$ cat config.mk
export PLATFORM = sky130hd
export DESIGN_NAME = dnoc_dma_wr_ring
export DESIGN_NICKNAME = d
export VERILOG_FILES = /design/src/rtl/dnoc_dma_wr_ring.sv
export SDC_FILE = /design/constraint.sdc
export NUM_CORES = 1
export LEC_CHECK = 0
export ABC_AREA = 1
export BUFFER_PORTS_ARGS = -buffer_cell sky130_fd_sc_hd__buf_2
export CORE_AREA = 2 2 357 359
export DETAILED_ROUTE_END_ITERATION = 12
export DIE_AREA = 0 0 359 361
export SLEW_MARGIN = 20
export SYNTH_ARGS = -nofsm -noshare
export SYNTH_HDL_FRONTEND = slang
export SYNTH_SLANG_ARGS = --single-unit
$ cat constraint.sdc
create_clock -name clk -period 5.3 [get_ports clk]
set_input_delay 0.795 -clock clk [delete_from_list [all_inputs] [get_ports clk]]
set_output_delay 0.795 -clock clk [all_outputs]
set_load 0.01 [all_outputs]
$ cat src/rtl/dnoc_dma_wr_ring.sv
// rtl/dnoc_dma_wr_ring.sv - DMA write channel: NoC data into an N-deep ring of L2 buffers via a loop address generator
//
// Core jobs issue one NoC read-out request per buffer fill and step through
// the buffer ring, waiting on consumer back-pressure between fills.
// NoC jobs take pushed data into a single region and then send a write
// response back to the requesting node.
//
// Ports
//   clk, rst_n                   clock, asynchronous active-low reset
//   c_cfg_*, c_req / c_gnt       core job configuration and handshake
//   n_cfg_*, n_req / n_gnt       NoC job configuration and handshake
//   buf_busy                     per-buffer "still held by consumer"
//   buf_wr_done, buf_wr_idx      fill-complete pulse and buffer index
//   in_data/in_valid/in_ready    incoming NoC data beats
//   out_req/out_gnt, out_addr,
//   out_len, out_mode,
//   out_resp_sel                 outgoing NoC request (read-out or response)
//   ram_wr_en/addr/data          L2 write port
//   xfer_done, busy              job-complete pulse, channel active
module dnoc_dma_wr_ring #(
  parameter int DW    = 256,
  parameter int AW    = 13,
  parameter int NA    = 25,
  parameter int NBUF  = 2,
  parameter int NLOOP = 4,
  parameter int CW    = 11
) (
  input  logic                  clk,
  input  logic                  rst_n,
  input  logic [NBUF*AW-1:0]    c_cfg_base_addr,
  input  logic [NBUF*AW-1:0]    c_cfg_buf_len,
  input  logic                  c_cfg_ring_en,
  input  logic [CW-1:0]         c_cfg_ring_num,
  input  logic [NA-1:0]         c_cfg_noc_base_addr,
  input  logic [NLOOP*AW-1:0]   c_cfg_loop_len,
  input  logic [NLOOP*AW-1:0]   c_cfg_loop_gap,
  input  logic                  c_req,
  output logic                  c_gnt,
  input  logic [AW-1:0]         n_cfg_ram_base_addr,
  input  logic [AW-1:0]         n_cfg_len,
  input  logic [3:0]            n_cfg_source_id,
  input  logic                  n_cfg_resp_sel,
  input  logic [NLOOP*AW-1:0]   n_cfg_loop_len,
  input  logic [NLOOP*AW-1:0]   n_cfg_loop_gap,
  input  logic                  n_req,
  output logic                  n_gnt,
  input  logic [NBUF-1:0]       buf_busy,
  output logic                  buf_wr_done,
  output logic [1:0]            buf_wr_idx,
  input  logic [DW-1:0]         in_data,
  input  logic                  in_valid,
  output logic                  in_ready,
  output logic                  out_req,
  input  logic                  out_gnt,
  output logic [NA-1:0]         out_addr,
  output logic [AW-1:0]         out_len,
  output logic                  out_mode,
  output logic                  out_resp_sel,
  output logic                  ram_wr_en,
  output logic [AW-1:0]         ram_wr_addr,
  output logic [DW-1:0]         ram_wr_data,
  output logic                  xfer_done,
  output logic                  busy
);

  localparam int IW = (NBUF > 1) ? $clog2(NBUF) : 1;

  typedef enum logic [2:0] {
    S_IDLE   = 3'd0,
    S_RD_REQ = 3'd1,
    S_WR     = 3'd2,
    S_CHECK  = 3'd3,
    S_RESP   = 3'd4
  } state_t;

  state_t state_q, state_d;

  // Latched job configuration
  logic                job_core_q;
  logic                ring_en_q;
  logic [CW-1:0]       fills_q;
  logic [CW-1:0]       fill_cnt_q;
  logic [IW-1:0]       idx_q;
  logic [IW-1:0]       wr_idx_q;
  logic [AW-1:0]       base_q [NBUF];
  logic [AW-1:0]       len_q [NBUF];
  logic [AW-1:0]       n_len_q;
  logic [AW-1:0]       loop_len_q [NLOOP];
  logic [AW-1:0]       loop_gap_q [NLOOP];
  logic [NA-1:0]       out_addr_q;
  logic                out_mode_q;
  logic                resp_sel_q;

  // Beat counter within the current fill and the address generator
  logic [AW-1:0]       beat_cnt_q;
  logic [AW-1:0]       gen_addr_q;
  logic [AW-1:0]       gen_cnt_q [NLOOP];
  logic [AW-1:0]       gen_cnt_d [NLOOP];
  logic [AW-1:0]       gap_sel;

  logic [AW-1:0]       cur_len;
  logic                beat;
  logic                last_beat;
  logic                fill_end;
  logic                all_filled;
  logic [CW-1:0]       c_fills;

  assign cur_len    = job_core_q ? len_q[idx_q] : n_len_q;
  assign beat       = (state_q == S_WR) && in_valid;
  assign last_beat  = (beat_cnt_q == cur_len - AW'(1));
  assign all_filled = (fill_cnt_q == fills_q);
  // A ring count of 0 would never match the fill counter, so run it as one fill.
  assign c_fills    = !c_cfg_ring_en ? CW'(1) :
                      (c_cfg_ring_num == '0) ? CW'(1) : c_cfg_ring_num;
  // A core fill ends on its last beat, or at the grant when its length is 0.
  assign fill_end   = job_core_q &&
                      ((beat && last_beat) ||
                       ((state_q == S_RD_REQ) && out_gnt && (cur_len == '0)));

  // ---------------------------------------------------------------- FSM
  always_ff @(posedge clk or negedge rst_n) begin
    if (!rst_n) begin
      state_q <= S_IDLE;
    end else begin
      state_q <= state_d;
    end
  end

  always_comb begin
    state_d = state_q;
    case (state_q)
      S_IDLE: begin
        if (c_req) begin
          state_d = S_RD_REQ;
        end else if (n_req) begin
          state_d = (n_cfg_len == '0) ? S_RESP : S_WR;
        end
      end
      S_RD_REQ: begin
        if (out_gnt) begin
          state_d = (cur_len == '0) ? S_CHECK : S_WR;
        end
      end
      S_WR: begin
        if (beat && last_beat) begin
          state_d = job_core_q ? S_CHECK : S_RESP;
        end
      end
      S_CHECK: begin
        if (all_filled) begin
          state_d = S_IDLE;
        end else if (!buf_busy[idx_q]) begin
          state_d = S_RD_REQ;
        end
      end
      S_RESP: begin
        if (out_gnt) begin
          state_d = S_IDLE;
        end
      end
      default: state_d = S_IDLE;
    endcase
  end

  always_comb begin
    c_gnt       = 1'b0;
    n_gnt       = 1'b0;
    out_req     = 1'b0;
    in_ready    = 1'b0;
    ram_wr_en   = 1'b0;
    buf_wr_done = 1'b0;
    xfer_done   = 1'b0;
    case (state_q)
      S_IDLE: begin
        c_gnt = c_req;
        n_gnt = n_req && !c_req;
      end
      S_RD_REQ: out_req = 1'b1;
      S_WR: begin
        in_ready    = in_valid;
        ram_wr_en   = in_valid;
        buf_wr_done = beat && last_beat && job_core_q && ring_en_q;
      end
      S_CHECK: xfer_done = all_filled;
      S_RESP: begin
        out_req   = 1'b1;
        xfer_done = out_gnt;
      end
      default: ;
    endcase
  end

  assign busy         = (state_q != S_IDLE);
  assign out_addr     = out_addr_q;
  assign out_len      = cur_len;
  assign out_mode     = out_mode_q;
  assign out_resp_sel = resp_sel_q;
  assign buf_wr_idx   = 2'(wr_idx_q);
  assign ram_wr_addr  = gen_addr_q;
  // Data is gated so the write port reads all-zero whenever no write happens.
  assign ram_wr_data  = ram_wr_en ? in_data : '0;

  // ---------------------------------------------------------------- job control
  always_ff @(posedge clk or negedge rst_n) begin
    if (!rst_n) begin
      job_core_q <= 1'b0;
      ring_en_q  <= 1'b0;
      fills_q    <= '0;
      fill_cnt_q <= '0;
      idx_q      <= '0;
      wr_idx_q   <= '0;
      n_len_q    <= '0;
      out_addr_q <= '0;
      out_mode_q <= 1'b0;
      resp_sel_q <= 1'b0;
      beat_cnt_q <= '0;
      for (int i = 0; i < NBUF; i++) begin
        base_q[i] <= '0;
        len_q[i]  <= '0;
      end
      for (int i = 0; i < NLOOP; i++) begin
        loop_len_q[i] <= '0;
        loop_gap_q[i] <= '0;
      end
    end else begin
      if (c_gnt) begin
        job_core_q <= 1'b1;
        ring_en_q  <= c_cfg_ring_en;
        fills_q    <= c_fills;
        fill_cnt_q <= '0;
        idx_q      <= '0;
        out_addr_q <= c_cfg_noc_base_addr;
        out_mode_q <= 1'b0;
        resp_sel_q <= 1'b0;
        for (int i = 0; i < NBUF; i++) begin
          base_q[i] <= c_cfg_base_addr[i*AW +: AW];
          len_q[i]  <= c_cfg_buf_len[i*AW +: AW];
        end
        for (int i = 0; i < NLOOP; i++) begin
          loop_len_q[i] <= c_cfg_loop_len[i*AW +: AW];
          loop_gap_q[i] <= c_cfg_loop_gap[i*AW +: AW];
        end
      end else if (n_gnt) begin
        job_core_q <= 1'b0;
        ring_en_q  <= 1'b0;
        fills_q    <= CW'(1);
        fill_cnt_q <= '0;
        idx_q      <= '0;
        n_len_q    <= n_cfg_len;
        out_addr_q <= NA'({n_cfg_source_id, 13'b0});
        out_mode_q <= 1'b1;
        resp_sel_q <= n_cfg_resp_sel;
        beat_cnt_q <= '0;
        for (int i = 0; i < NLOOP; i++) begin
          loop_len_q[i] <= n_cfg_loop_len[i*AW +: AW];
          loop_gap_q[i] <= n_cfg_loop_gap[i*AW +: AW];
        end
      end

      if (state_q == S_RD_REQ) begin
        wr_idx_q   <= idx_q;
        beat_cnt_q <= '0;
      end else if (beat) begin
        beat_cnt_q <= beat_cnt_q + AW'(1);
      end

      if (fill_end) begin
        out_addr_q <= out_addr_q + NA'(cur_len);
        idx_q      <= (idx_q == IW'(NBUF - 1)) ? '0 : idx_q + IW'(1);
        fill_cnt_q <= fill_cnt_q + CW'(1);
      end else if ((state_q == S_CHECK) && all_filled) begin
        fill_cnt_q <= '0;
      end
    end
  end

  // ---------------------------------------------------------------- address generator
  // Odometer step: the lowest level that has not reached its end increments,
  // every level below it clears, and its gap is added. When every level wraps,
  // the whole nest restarts and the outermost gap is applied.
  always_comb begin
    logic carry;
    logic [AW-1:0] eff_len;
    carry   = 1'b1;
    gap_sel = loop_gap_q[NLOOP-1];
    for (int i = 0; i < NLOOP; i++) begin
      gen_cnt_d[i] = gen_cnt_q[i];
      eff_len      = (loop_len_q[i] == '0) ? AW'(1) : loop_len_q[i];
      if (carry) begin
        if (gen_cnt_q[i] == eff_len - AW'(1)) begin
          gen_cnt_d[i] = '0;
        end else begin
          gen_cnt_d[i] = gen_cnt_q[i] + AW'(1);
          gap_sel      = loop_gap_q[i];
          carry        = 1'b0;
        end
      end
    end
  end

  always_ff @(posedge clk or negedge rst_n) begin
    if (!rst_n) begin
      gen_addr_q <= '0;
      for (int i = 0; i < NLOOP; i++) begin
        gen_cnt_q[i] <= '0;
      end
    end else if (n_gnt) begin
      gen_addr_q <= n_cfg_ram_base_addr;
      for (int i = 0; i < NLOOP; i++) begin
        gen_cnt_q[i] <= '0;
      end
    end else if (state_q == S_RD_REQ) begin
      gen_addr_q <= base_q[idx_q];
      for (int i = 0; i < NLOOP; i++) begin
        gen_cnt_q[i] <= '0;
      end
    end else if (beat) begin
      gen_addr_q <= gen_addr_q + gap_sel;
      for (int i = 0; i < NLOOP; i++) begin
        gen_cnt_q[i] <= gen_cnt_d[i];
      end
    end
  end

endmodule

Word-level counts from Yosys, hierarchy flattened
Cells that the tools add are included.
{"block": "classes", "addsub": 14, "magnitude_cmp": 2, "eq_ne": 16, "muxes": 85, "bitwise": 2, "n_reduce_logical": 34}
{"op": "2-to-1 mux 13 bit", "n": 32}
{"op": "2-to-1 mux 52 bit", "n": 7}
{"op": "2-to-1 mux 256 bit", "n": 1}
{"op": "2-to-1 mux 11 bit", "n": 8}
{"op": "logical NOT 13 bit", "n": 6}
{"op": "2-to-1 mux 25 bit", "n": 3}
{"op": "adder 13 x 1 -> 13 bit, second input constant", "n": 5}
{"op": "== test 13 bit", "n": 5}
{"op": "subtractor 13 x 1 -> 13 bit, second input constant", "n": 5}
{"op": "2-to-1 mux 3 bit", "n": 9}
{"op": "adder 25 x 13 -> 25 bit", "n": 1}
{"op": "2-to-1 mux 1 bit", "n": 23}
{"op": "nonzero test 3 bit", "n": 6}
{"op": "case mux 3 bit (5 select lines)", "n": 1}
{"op": "adder 13 bit", "n": 1}
{"op": "adder 11 x 1 -> 11 bit, second input constant", "n": 1}
{"op": "== test 11 bit", "n": 1}
{"op": "logical NOT 11 bit", "n": 1}
{"op": "AND reduction 2 bit", "n": 5}
{"op": "logical AND 1 bit", "n": 9}
{"op": "== test 3 x 2 -> 1 bit, second input constant", "n": 2}
{"op": "!= test 3 bit, second input constant", "n": 2}
{"op": "AND reduction 5 bit", "n": 1}
{"op": "!= test 2 bit, second input constant", "n": 2}
{"op": "other kinds (16)", "n": 16}
{"block": "word_totals", "regBits": 303, "inputBits": 592, "output_inout_bits": 319, "wordCells": 182}

Longest topological paths before layout
{"block": "logic_depth", "depth_word": 15, "mapped_depth": 43, "mapped_depth_nobuf": 43}

Worst setup path after synthesis
Ideal clock, no wire load.
{"block": "synth_timing", "path_kind": "reg2reg", "start": "register loop_len_q[18] in the netlist's numbering", "end": "register gen_addr_q[12] (netlist: ram_wr_addr[12])", "setup_ps": 116, "t_arrival_ps": 4491, "required_time_ps": 5184, "path_slack_ps": 692, "stages_incl_launch_ff": 38, "n_path_buf": 1, "period_less_slack_ps": 4608, "path_cell_list": "dfrtp_1 > nor2_1 > nand2_1 > nor2_1 > nand2_1 > nand2_1 > inv_1 > ha_1 > nand3_1 > xor2_1 > xor2_1 > nand2_1 > nor2_1 > nand2_1 > nor2_1 > nand2_1 > nand2_1 > clkbuf_1 > (+2 left out) > o21ai_0 > ha_1 > inv_1 > o21ai_0 > a31oi_1 > inv_1 > a21oi_1 > o21ai_0 > nand2_1 > inv_1 > o21ai_0 > nand2_1 > xnor2_1 > nand3_1 > nand3_1 > nand2_1 > nand2_1 > nand2_1"}
{"block": "synth_via", "elab_chain_cells": 12, "elab_cells_between_ends": 14, "cone_classes": "2 x add/sub; 1 x eq/ne; 10 x mux; 1 x reduce/logical"}
{"element": "start, declared", "line_no": "88", "source": "logic [AW-1:0] loop_len_q [NLOOP];"}
{"element": "start signal, assigned by index", "line_no": "240", "source": "loop_len_q[i] <= c_cfg_loop_len[i*AW +: AW];"}
{"element": "start signal, assigned by index", "line_no": "255", "source": "loop_len_q[i] <= n_cfg_loop_len[i*AW +: AW];"}
{"element": "logical NOT 13 bit", "line_no": "288", "source": "eff_len = (loop_len_q[i] == '0) ? AW'(1) : loop_len_q[i];"}
{"element": "2-to-1 mux 13 bit (*)", "line_no": "288"}
{"element": "subtractor 13 x 1 -> 13 bit (*)", "line_no": "290", "source": "if (gen_cnt_q[i] == eff_len - AW'(1)) begin"}
{"element": "== test 13 bit (*)", "line_no": "290"}
{"element": "2-to-1 mux 13 bit", "line_no": "290"}
{"element": "2-to-1 mux 13 bit", "line_no": "289", "source": "if (carry) begin"}
{"element": "2-to-1 mux 13 bit", "line_no": "290"}
{"element": "2-to-1 mux 13 bit (*)", "line_no": "289"}
{"element": "adder 13 bit (*)", "line_no": "318", "source": "gen_addr_q <= gen_addr_q + gap_sel;"}
{"element": "2-to-1 mux 13 bit (*)", "line_no": "317", "source": "end else if (beat) begin"}
{"element": "2-to-1 mux 13 bit (*)", "line_no": "312", "source": "end else if (state_q == S_RD_REQ) begin"}
{"element": "2-to-1 mux 13 bit (*)", "line_no": "307", "source": "end else if (n_gnt) begin"}
{"element": "end signal, assigned", "line_no": "308", "source": "gen_addr_q <= n_cfg_ram_base_addr;"}
{"element": "end signal, assigned", "line_no": "313", "source": "gen_addr_q <= base_q[idx_q];"}
{"element": "end signal, assigned", "line_no": "318"}
{"element": "end, declared", "line_no": "96", "source": "logic [AW-1:0] gen_addr_q;"}
Every way passes the cells marked *; elsewhere a longest branch is shown, timed or not. The select of a mux whose other input is x is not followed.
A chain may end at the register's enable or synchronous reset.

Final worst setup path
{"block": "layout_timing", "start": "register idx_q", "end": "output port buf_wr_done"}
{"block": "layout_via", "elab_chain_cells": 11}
{"element": "start, declared", "line_no": "83", "source": "logic [IW-1:0] idx_q;"}
{"element": "start signal, assigned", "line_no": "269", "source": "idx_q <= (idx_q == IW'(NBUF - 1)) ? '0 : idx_q + IW'(1);"}
{"element": "NOT 1 -> 2 bit (implied by the code)", "line_no": "108", "source": "assign cur_len = job_core_q ? len_q[idx_q] : n_len_q;"}
{"element": "2-to-1 mux 13 bit (implied by the code) (3 in a row)", "line_no": "108"}
{"element": "2-to-1 mux 13 bit", "line_no": "108"}
{"element": "subtractor 13 x 1 -> 13 bit", "line_no": "110", "source": "assign last_beat = (beat_cnt_q == cur_len - AW'(1));"}
{"element": "== test 13 bit", "line_no": "110"}
{"element": "logical AND 1 bit (3 in a row)", "line_no": "182", "source": "buf_wr_done = beat && last_beat && job_core_q && ring_en_q;"}
{"element": "2-to-1 mux 1 bit", "line_no": "173", "source": "case (state_q)"}
{"element": "end, declared", "line_no": "48", "source": "output logic buf_wr_done,"}
Every way passes these cells. The select of a mux whose other input is x is not followed.

==> flow_summary.json <==
{
  "die_h_um": 361,
  "max_freq_ghz": 0.199,
  "yosysTopAreaCellShare_pct": 36.0,
  "dieArea_um2": 130000,
  "htree_num_levels": 2,
  "ys_types": 64,
  "dr_total_vias": 24900,
  "tightest_slew_ns": 0.999,
  "nets": 4625,
  "syn-num-nets": 3741,
  "port_buffers": 909,
  "timing.final.hold_violations": 0,
  "holdCritPathClass": "in -> async",
  "clock_sinks": 303,
  "sw_frac_of_total_pct": 50.2,
  "crit_type": "reg -> out",
  "layout_min_cycle_time_ns": 5.02,
  "grt_pass1_vias": 24000,
  "drc": 0,
  "synth_warnings": 0,
  "seq_area_frac_synth_pct": 36.0,
  "vias_per_cell": 4.37,
  "clockBufferDepth": 3,
  "wl_um": 147000,
  "placed_area_um2": 27500,
  "dpl.hpwl_um": 125000,
  "max_slew_margin_pct": 32.7,
  "cts_buffers": 43,
  "grt_pass1_wl_um": 196000,
  "initialDrtViolationCount": 2057,
  "grt_overflow": 0,
  "period_share_pct": 94.8,
  "p_comb_share_pct": 56.5,
  "drtPass1Iterations": 6,
  "p_int_w": 0.00815,
  "yosys.area.top_type": "dfrtp_1",
  "cts_tree": "yes",
  "ant_nets": 0,
  "status": "complete, no violations",
  "crit_path_end_kind": "output pin",
  "timing.final.max_slew_violations": 0,
  "netlist_area_um2": 21100,
  "grtUsageTotal_pct": 21.7,
  "async_flop_share_pct": 100,
  "setup_violations": 0,
  "hold_slack_ns": 0.125,
  "num-fill-cells": 14300,
  "design_area_um2": 29400,
  "required_ns": 4.51,
  "reg2reg_depth": 38,
  "crit_fanout": 20,
  "grt_antenna_before_repair": 72,
  "place_ws_ns": -0.179,
  "cellLeakagePower_nw": 15.8,
  "pwr-share-clk_pct": 18.9,
  "syn_inst": 3111,
  "core_area_um2": 125000,
  "fp.dieW_um": 359,
  "rows": 130,
  "worstSetupStartpointType": "register",
  "drive_gt1_share_pct": 28.9,
  "io_pins": 911,
  "peakVddDrop_uv": 228,
  "syn_area_per_cell_um2": 6.77,
  "clk_pin_slew_ns": 0.06,
  "sequentialPowerShare_pct": 24.7,
  "wire_per_inst_um": 25.8,
  "fin_ws_ns": 0.278,
  "p_sw_w": 0.00822,
  "clkLatencyLatePin_ns": 0.61,
  "place.gp.congestion": 1.05,
  "skew_ns": 0.0504,
  "syn_to_final_growth_pct": 39.4,
  "root_buffer": "clkbuf_16",
  "synth_ff_type": "dfrtp_1",
  "grt_max_degree": 137,
  "ys_top_cells_by_area": "dfrtp_1, nand2_1, inv_1, nor2_1, nand3_1",
  "arrival_ns": 4.23,
  "maxCapViolCount": 0,
  "start_util_pct": 16.8,
  "synth_edf_count": 0,
  "synth-seq-cells": 303,
  "power.density_nw_per_um2": 557
}
cell usage after synthesis (5+ instances only):
library cell,n
nor2_1,487
dfrtp_1,303
inv_1,533
a21oi_1,123
nand3b_1,15
o22ai_1,73
o21a_1,5
nand2_1,633
or2_0,9
xor2_1,100
buf_1,10
or2_2,8
nand2_2,10
nor2_2,11
buf_6,11
nor3_1,29
a31oi_1,12
inv_2,10
buf_2,6
clkbuf_1,112
o211ai_1,54
nand3_1,175
a32o_1,8
nor4_1,13
nand4_1,40
nor2_4,5
o21ai_0,159
nand3_2,7
ha_1,36
o21ai_1,18
xnor2_1,36
o31ai_1,6
flip-flops by register name, summed over array words and instances (netlist names):
signal,count
base_q,26
beat_cnt_q,13
fill_cnt_q,11
fills_q,11
gen_cnt_q,52
idx_q,1
job_core_q,1
len_q,26
loop_gap_q,52
loop_len_q,52
n_len_q,13
out_addr,25
out_mode,1
out_resp_sel,1
ram_wr_addr,13
ring_en_q,1
state_q,3
wr_idx_q,1
worst paths after layout:
kind | from | end | slack (ns)
hold reg to reg | base_q[15] | base_q[15] | 0.46
setup reg to reg | loop_len_q[36] | ram_wr_addr[12] | 0.38
hold / removal | rst_n | gen_cnt_q[46] | 0.12
min in group clk | c_cfg_base_addr[2] | base_q[15] | 0.38
max in group asynchronous | rst_n | len_q[1] | 4.07
setup / recovery | idx_q | buf_wr_done | 0.28
critical path: stages (launching register included):
cell and delay [ns]:
dfrtp_2 0.58, inv_2 0.29, o21ai_0 0.78, o21a_1 0.32, nand2_1 0.10, inv_2 0.06
nand3_1 0.10, nor2_4 0.15, xor2_2 0.21, xor2_1 0.19, nand4_1 0.20, nor4_1 0.31
buf_2 0.30
layout by cell type (no fill, tap or decap), types with 73 or more instances in the layout:
master / netlist / final
dfrtp_1: 303 / 301
buf_2: 6 / 908
nand2_1: 633 / 626
nor2_1: 487 / 474
o22ai_1: 73 / 73
a21oi_1: 123 / 119
o21ai_0: 159 / 151
xor2_1: 100 / 100
nand3_1: 175 / 172
inv_1: 533 / 529
per-stage QoR:
stage,TNS (ns),util (%),total power (W),std cells
final,0,23.4,0.0164,5694
after global routing,-0.100,23.4,0.0176,5691
after CTS,0,23.1,0.0162,5653
after detailed placement,-0.346,21.9,0.0130,5576
after global placement,-0.222,21.9,0.0130,5576
after floorplan,0,-,0.00917,3111
per-layer routing:
| layer | wire (µm) | global-route usage, % |
|---|---|---|
| met5 | 305 | 0 |
| met4 | 11500 | 14.6 |
| met3 | 13300 | 7.68 |
| met2 | 67800 | 35.5 |
| met1 | 54000 | 23.7 |
final cells by class:
class	instances	area, µm²	area share [%]
clock inverter	15	199	0.677
inverter	543	2050	6.97
antenna	17	42.5	0.145
timing repair buffer	980	5150	17.5
tap	1650	2060	7.03
sequential	303	7580	25.8
clock buffer	62	1260	4.29
multi-input combinational	2124	11000	37.5
power by group through the flow:
stage          Clock (W)  Combinational [W]  Sequential [W]
5_1_grt          0.00325             0.0102         0.00415
4_1_cts          0.00318            0.00904         0.00403
6_report         0.00309            0.00924         0.00404
3_3_place_gp           0            0.00895         0.00403
3_5_place_dp           0            0.00899         0.00406
2_1_floorplan          0            0.00530         0.00387
logic make-up (layout without fill, tap and decap cells):
group | Yosys count | in the layout | synth area share (%)
other | 1 | 18 | 0.0178
buffers and inverters | 685 | 1600 | 12.7
multiplexers | 2 | 2 | 0.0950
XOR/XNOR | 140 | 140 | 5.99
AND/OR/NAND/NOR | 1453 | 1454 | 29.1
AO/OA/AOI/OAI | 489 | 489 | 13.8
flip-flops | 303 | 303 | 36.0
adder cells (fa/ha/maj) | 38 | 38 | 2.33
repair_timing:
item	4_1_cts	5_1_grt
setup buffers	0	23
hold buffers	0	0
endpoints found under the setup margin	3	9
resized for setup	6	50
pin swaps	0	25
hold endpoints to repair	0	0
gates cloned	0	1
Note: power is estimated with default switching activity, not from simulation.
